### config.mk
export PLATFORM = sky130hd
export DESIGN_NAME = operand_fetch
export DESIGN_NICKNAME = d
export VERILOG_FILES = /design/src/rtl/rv_pkg.sv /design/src/rtl/rf_read_tracker.sv /design/src/rtl/operand_fetch.sv
export SDC_FILE = /design/constraint.sdc
export NUM_CORES = 1
export LEC_CHECK = 0
export BUFFER_PORTS_ARGS = -buffer_cell sky130_fd_sc_hd__buf_2
export CORE_UTILIZATION = 32
export DETAILED_ROUTE_END_ITERATION = 10
export HOLD_SLACK_MARGIN = 0.03
export SLEW_MARGIN = 40
export SYNTH_ARGS = -nofsm -noshare
export SYNTH_HDL_FRONTEND = slang
export SYNTH_SLANG_ARGS = --single-unit
### constraint.sdc
create_clock -name clk -period 2.39 [get_ports clk]
set_input_delay 0.478 -clock clk [delete_from_list [all_inputs] [get_ports clk]]
set_output_delay 0.478 -clock clk [all_outputs]
set_load 0.02 [all_outputs]
### src/rtl/rv_pkg.sv
// rtl/rv_pkg.sv - shared constants and state/tag enums for the operand fetch path
package rv_pkg;

  localparam int WIDTH = 32;
  localparam int AW    = $clog2(WIDTH);

  typedef enum logic [1:0] {
    IDLE,
    ISSUE,
    WAIT,
    DONE
  } fetch_state_e;

  typedef enum logic [1:0] {
    TAG_NONE,
    TAG_OP1,
    TAG_OP2
  } cap_tag_e;

endpackage

### src/rtl/rf_read_tracker.sv
// rtl/rf_read_tracker.sv - 2-stage tag pipe that routes regfile read data to op1/op2
module rf_read_tracker
  import rv_pkg::*;
(
  input  logic     clk,
  input  logic     clear,
  input  cap_tag_e issue_tag,
  output logic     cap_op1,
  output logic     cap_op2,
  output logic     in_flight
);

  cap_tag_e tag_d1;
  cap_tag_e tag_d2;

  always_ff @(posedge clk) begin
    if (clear) begin
      tag_d1 <= TAG_NONE;
      tag_d2 <= TAG_NONE;
    end else begin
      tag_d1 <= issue_tag;
      tag_d2 <= tag_d1;
    end
  end

  // tag_d2 lines up with the cycle rf_r_out carries the data
  assign cap_op1   = (tag_d2 == TAG_OP1);
  assign cap_op2   = (tag_d2 == TAG_OP2);
  assign in_flight = (tag_d1 != TAG_NONE);

endmodule

### src/rtl/operand_fetch.sv
// rtl/operand_fetch.sv - operand fetch sequencer sharing one regfile port with writeback
module operand_fetch
  import rv_pkg::*;
#(
  parameter int WIDTH = rv_pkg::WIDTH,
  parameter int AW    = $clog2(WIDTH)
) (
  input  logic             clk,
  input  logic             rst,
  input  logic             in_valid,
  output logic             in_ready,
  input  logic [AW-1:0]    in_rs1,
  input  logic [AW-1:0]    in_rs2,
  input  logic             in_use_rs1,
  input  logic             in_use_rs2,
  input  logic             wb_valid,
  output logic             wb_ready,
  input  logic [AW-1:0]    wb_rd,
  input  logic [WIDTH-1:0] wb_val,
  output logic             rf_r_enable,
  output logic             rf_w_enable,
  output logic [AW-1:0]    rf_r_select,
  output logic [AW-1:0]    rf_w_select,
  output logic [WIDTH-1:0] rf_w_val,
  input  logic [WIDTH-1:0] rf_r_out,
  output logic             out_valid,
  input  logic             out_ready,
  output logic [WIDTH-1:0] out_op1,
  output logic [WIDTH-1:0] out_op2
);

  fetch_state_e     state, state_nxt;
  logic [AW-1:0]    rs1_q, rs2_q;
  logic             need1_q, need2_q, op1_issued_q;
  logic [WIDTH-1:0] cap1_q, cap2_q, ov1_q, ov2_q;
  logic             ovr1_q, ovr2_q;

  cap_tag_e         issue_tag;
  logic             rd_issue;
  logic             cap_op1, cap_op2, in_flight;
  logic             need1, need2, accept, wb_fire, pop, fwd_ok;

  assign need1   = in_use_rs1 && (in_rs1 != '0);
  assign need2   = in_use_rs2 && (in_rs2 != '0);
  assign accept  = in_valid && in_ready;
  assign wb_fire = wb_valid && wb_ready;
  assign pop     = out_valid && out_ready;
  // a write racing the pop must not leak an override into the next instruction
  assign fwd_ok  = wb_fire && ((state == WAIT) || ((state == DONE) && !pop));

  rf_read_tracker u_tracker (
    .clk       (clk),
    .clear     (rst),
    .issue_tag (issue_tag),
    .cap_op1   (cap_op1),
    .cap_op2   (cap_op2),
    .in_flight (in_flight)
  );

  always_comb begin
    state_nxt   = state;
    in_ready    = 1'b0;
    wb_ready    = 1'b0;
    rd_issue    = 1'b0;
    rf_r_select = rs1_q;
    issue_tag   = TAG_NONE;
    case (state)
      IDLE: begin
        wb_ready = 1'b1;
        in_ready = !wb_valid;
        if (accept) state_nxt = (need1 || need2) ? ISSUE : DONE;
      end
      ISSUE: begin
        rd_issue = 1'b1;
        if (need1_q && !op1_issued_q) begin
          rf_r_select = rs1_q;
          issue_tag   = TAG_OP1;
          state_nxt   = need2_q ? ISSUE : WAIT;
        end else begin
          rf_r_select = rs2_q;
          issue_tag   = TAG_OP2;
          state_nxt   = WAIT;
        end
      end
      WAIT: begin
        wb_ready = 1'b1;
        if (!in_flight) state_nxt = DONE;
      end
      DONE: begin
        wb_ready = 1'b1;
        if (pop) state_nxt = IDLE;
      end
      default: state_nxt = IDLE;
    endcase
  end

  assign rf_r_enable = rd_issue && !rst;
  assign rf_w_enable = wb_fire && (wb_rd != '0) && !rst;
  assign rf_w_select = wb_rd;
  assign rf_w_val    = wb_val;

  assign out_valid = (state == DONE) && !rst;
  assign out_op1   = ovr1_q ? ov1_q : cap1_q;
  assign out_op2   = ovr2_q ? ov2_q : cap2_q;

  always_ff @(posedge clk) begin
    if (rst) begin
      state        <= IDLE;
      rs1_q        <= '0;
      rs2_q        <= '0;
      need1_q      <= 1'b0;
      need2_q      <= 1'b0;
      op1_issued_q <= 1'b0;
      cap1_q       <= '0;
      cap2_q       <= '0;
      ov1_q        <= '0;
      ov2_q        <= '0;
      ovr1_q       <= 1'b0;
      ovr2_q       <= 1'b0;
    end else begin
      state <= state_nxt;
      if (accept) begin
        rs1_q        <= in_rs1;
        rs2_q        <= in_rs2;
        need1_q      <= need1;
        need2_q      <= need2;
        op1_issued_q <= 1'b0;
        cap1_q       <= '0;
        cap2_q       <= '0;
        ov1_q        <= '0;
        ov2_q        <= '0;
        ovr1_q       <= 1'b0;
        ovr2_q       <= 1'b0;
      end
      if (issue_tag == TAG_OP1) op1_issued_q <= 1'b1;
      if (cap_op1) cap1_q <= rf_r_out;
      if (cap_op2) cap2_q <= rf_r_out;
      // override sticks even if the stale read lands afterwards
      if (fwd_ok && need1_q && (wb_rd == rs1_q)) begin
        ovr1_q <= 1'b1;
        ov1_q  <= wb_val;
      end
      if (fwd_ok && need2_q && (wb_rd == rs2_q)) begin
        ovr2_q <= 1'b1;
        ov2_q  <= wb_val;
      end
    end
  end

endmodule
### Word level (Yosys, flattened, before mapping)

Cells that the tools add are included.

* register bits after elaboration: 149
* output and inout port bits: 111
* input bits: 86
* word-level logic and storage cells: 84

* reductions and logical operators: 34
* equal/unequal tests: 11
* mux-type cells: 25

Operator list (count)
* $mux 32: 7
* $logic_and 1x1->1: 16
* $mux 2: 8
* $reduce_bool 5->1: 3
* $reduce_bool 2->1: 6
* $eq 5x5->1: 2
* $mux 5: 2
* $pmux 2 s4: 1
* $mux 1: 7
* $eq 2x1->1 const B: 3
* $eq 2x2->1 const B: 3
* $ne 2x2->1 const B: 3
* $logic_not 1->1: 4
* $reduce_and 3->1: 1
* $reduce_or 3->1: 1
* $logic_not 2->1: 1
* $logic_or 1x1->1: 2

### Depth between registers and ports, before layout

* depth in word-level cells: 10
* gate-level depth with buffers: 7
* depth with buffers taken out: 5

### By module

Synthesis repeated with hierarchy kept, for this count alone.

* cell total of the unflattened synthesis: 760
* area total of the unflattened synthesis: 6959.2 um2

Modules (own cells, without submodules)
* operand_fetch: area an instance 6832.8 um2, seq. area each 2902.8 um2, cells each 749, times used 1
* rf_read_tracker: area an instance 126.4 um2, seq. area each 80.1 um2, cells each 11, times used 1

### Worst setup path before layout

Ideal clock, no wire load.

* path type: in2out
* start: input rst
* end: output rf_w_enable
* cell stages on the path: 3
* path slack: 337 ps
* arrival: 1575 ps
* required time: 1912 ps
* cell sequence: buf_4 -> clkbuf_1 -> nor4b_1

* longest elaborated chain between the ends: 2

Ends and longest elaborated chain
* start, declared: line operand_fetch.sv:9 `input logic rst,`
* $logic_not 1->1: line operand_fetch.sv:98 `assign rf_w_enable = wb_fire && (wb_rd != '0) && !rst;`
* $logic_and 1x1->1: line operand_fetch.sv:98
* end, declared: line operand_fetch.sv:21 `output logic rf_w_enable,`

Every way passes these cells.

### Worst setup path in the final report

* start: register ovr2_q
* end: output out_op2[20]

* longest elaborated chain between the ends: 1

Ends and longest elaborated chain
* start, declared: line operand_fetch.sv:36 `logic ovr1_q, ovr2_q;`
* start signal, assigned: line operand_fetch.sv:119 `ovr2_q <= 1'b0;`
* start signal, assigned: line operand_fetch.sv:133 `ovr2_q <= 1'b0;`
* start signal, assigned: line operand_fetch.sv:144 `ovr2_q <= 1'b1;`
* $mux 32: line operand_fetch.sv:104 `assign out_op2 = ovr2_q ? ov2_q : cap2_q;`
* end, declared: line operand_fetch.sv:29 `output logic [WIDTH-1:0] out_op2`

Every way passes these cells.

==> results.yml <==
routing:
  via_per_inst: 4.81
  drtAntennaViolNets: 0
  wl_met2_um: 8810
  drt-pass1-iter-count: 5
  drt_iter0_markers: 263
  wire_per_inst_um: 15.7
  drt_wl_total_um: 18700
  dr_wl_met3_um: 890
  drt-met1-wl_um: 8730
  dr.max_layer_used: "met4"
  vias: 5705
  route.detailed.drc: 0
sta:
  hold_viol: 0
  setup-tns-final_ps: 0
  maxSlewHeadroom_pct: 53.2
  max_freq_mhz: 453
  period_needed_ps: 2210
  setup_viol: 0
  slew_violations: 0
  timing.hold.ws_ps: 303
  tightest_slew_ps: 701
  worst_slack_ps: 182
  rsz0062_at_grt: "false"
  finalCritPeriodShare_pct: 92.4
  fin_worst_skew_ps: 8.76
global_routing:
  grt_start_max_net_pins: 70
  grt_usage_pct: 16.9
  grt_pass1_vias: 5508
  grt_antenna_before_repair: 1
  grt_overflow_total: 0
  grt_pass1_wl_um: 29200
finish:
  area_growth_pct: 21.9
  final_common_cell: "buf_2"
  stdcell_count: 1187
  layout_common_cells: "buf_2 (195), dfxtp_1 (146), nand2_1 (122), a21oi_1 (79), mux2_2 (69)"
  num-nets-final: 985
  utilization_pct: 40.2
  stdcell_area_um2: 8530
  layout-drive-gt1-share_pct: 35.9
power_and_ir_drop:
  swShare_pct: 26.3
  switching_power_mw: 1.47
  max-vdd-ir-drop_uv: 420
  power.leakage_nw: 3.66
  p_seq_share_pct: 45.6
  pwr-share-comb_pct: 10.4
  power.share.clock_pct: 44.0
  powerDensity_nw_per_um2: 653
  p_total_mw: 5.57
  p_int_mw: 4.11
worst_setup_path:
  crit_cells: 3
  path_delay_family: "flip-flops"
  rr_worst_depth: 5
  required_ps: 1910
  cpMaxStageDelayCell: "dfxtp_2"
  crit_path_start: "ovr2_q$_SDFFE_PP0P_"
  path_class: "flop to output pin"
  critical_path_arrival_ps: 1730
  worst_setup_path_end_kind: "output pin"
  path_max_fanout: 12
  r2r-end: "cap1_q[9]$_SDFFE_PP0P_"
  cpPeakStageDelay_ps: 590
  r2r_slack_ps: 460
  r2r-start: "state[0]$_SDFFE_PP0P_"
  path_buf_inv: 2
  setup.worst_path.start_class: "flop"
  path_cells: "buf_12, mux2_2, buf_2"
  critPathCapture: "out_op2[20]"
logic_synthesis:
  ys_seq_area_share_pct: 42.6
  avgSynthCellArea_um2: 9.10
  synth_seq_cells: 149
  syn_nets: 855
  yosys_warnings: 0
  yosysUniqueCellTypes: 36
  async_flop_share_pct: 0
  synth-edff-count: 0
  postSynthCellCount: 769
  ys.flop_type: "dfxtp_1"
  netlist_area_um2: 7000
cts:
  path_clk_slew_ps: 60
  cts_root_buffer: "clkbuf_16"
  clock_tree.buffer_depth: 2
  cts.htree.levels: 4
  cts_tree: "done"
  post-cts-setup-buffers: 0
  clkSinkCount: 149
  numCtsBuffers: 17
  clk_latency_ps: 420
run_status:
  status: "complete, no violations"
place:
  portBuffers: 196
  dp_hpwl_um: 12400
  dp_worst_setup_slack_ps: 255
  placed_area_um2: 7980
  gp_congestion: 0.762
  post-place-cells: 1155
flow_run:
  max_cap_viol_count: 0
floorplan:
  core_um2: 21200
  die_w_um: 150
  fp.dieH_um: 150
  start_util_pct: 33.0
  ioPinCount: 197
  die-area_um2: 22500
  row_count: 53
hold_path:
  hold_path.class: "input port to flop"
  worst_hold_path.num_cells: 3
-- per-layer routing --
layer | track usage, % | vias up
met5 | 0 | -
met2 | 27.9 | 166
li1 | - | 2850
met4 | 5.81 | 0
met1 | 21.6 | 2671
met3 | 3.81 | 18
-- cell usage after synthesis, types with 7 or more instances --
cell type  count  area share, %
dfxtp_1      149             43
nand2_1      122            6.5
a21oi_1       79            5.7
mux2_2        69             11
nand3_1       65            4.7
mux2i_1       64            9.2
clkbuf_1      47            2.5
buf_4         38            4.1
nand2b_1      36            3.2
nand3b_1      32            3.4
buf_2          7           0.50
nor2b_1        7           0.63
-- power groups by stage --
stage / combinational (mW) / sequential, mW / clock, mW
global placement: 0.576 / 2.60 / 0
finish: 0.580 / 2.54 / 2.45
detailed placement: 0.584 / 2.60 / 0
global route: 0.633 / 2.55 / 2.61
CTS: 0.586 / 2.54 / 2.51
floorplan: 0.391 / 2.59 / 0
-- state kept, by name (all words and copies together), names as in the netlist --
name,cells
ov2_q,32
ovr1_q,1
ov1_q,32
need2_q,1
need1_q,1
u_tracker.tag_d2,2
u_tracker.tag_d1,2
state,2
rs2_q,5
cap2_q,32
rs1_q,5
op1_issued_q,1
cap1_q,32
ovr2_q,1
-- kinds of logic after synthesis --
group	Yosys count	synth area share, %
AND/OR/NAND/NOR	286	21.2
AO/OA/AOI/OAI	87	6.46
XOR/XNOR	10	1.25
buffers and inverters	104	8.17
flip-flops	149	42.6
multiplexers	133	20.3
-- worst register-to-register path, cell delays in order (launching register included) --
cell	delay (ps)
dfxtp_1	310
buf_4	160
or4b_4	740
buf_4	350
nand3_1	140
a21oi_1	80
-- worst min-delay path by stage --
stage | from | to | slack (ps)
finish | in_rs2[2] | rs2_q[2]$_SDFFE_PP0P_ | 300
global route | in_rs2[1] | rs2_q[1]$_SDFFE_PP0P_ | 290
CTS | in_rs2[2] | rs2_q[2]$_SDFFE_PP0P_ | 280
detailed placement | ov2_q[0]$_SDFFE_PP0P_ | ov2_q[0]$_SDFFE_PP0P_ | 450
global placement | ov2_q[1]$_SDFFE_PP0P_ | ov2_q[1]$_SDFFE_PP0P_ | 440
floorplan | u_tracker.tag_d1[0]$_SDFF_PP0_ | u_tracker.tag_d2[0]$_SDFF_PP0_ | 430
-- cell type report --
type / count / area, um2
Antenna cell: 1 / 2.50
Clock buffer: 20 / 457
Clock inverter: 11 / 78.8
Fill cell: 2186 / 12700
Inverter: 2 / 7.51
Multi-Input combinational cell: 516 / 3490
Sequential cell: 149 / 2990
Tap cell: 275 / 344
Timing Repair Buffer: 213 / 1170
-- timing repair --
| action | in CTS | in global routing |
|---|---|---|
| endpoints found under the setup margin | 5 | 5 |
| gates cloned | 0 | 0 |
| hold buffers | 0 | 0 |
| pin swaps | 0 | 0 |
| resized for setup | 1 | 1 |
No activity file was read; power rests on OpenSTA's default activity.
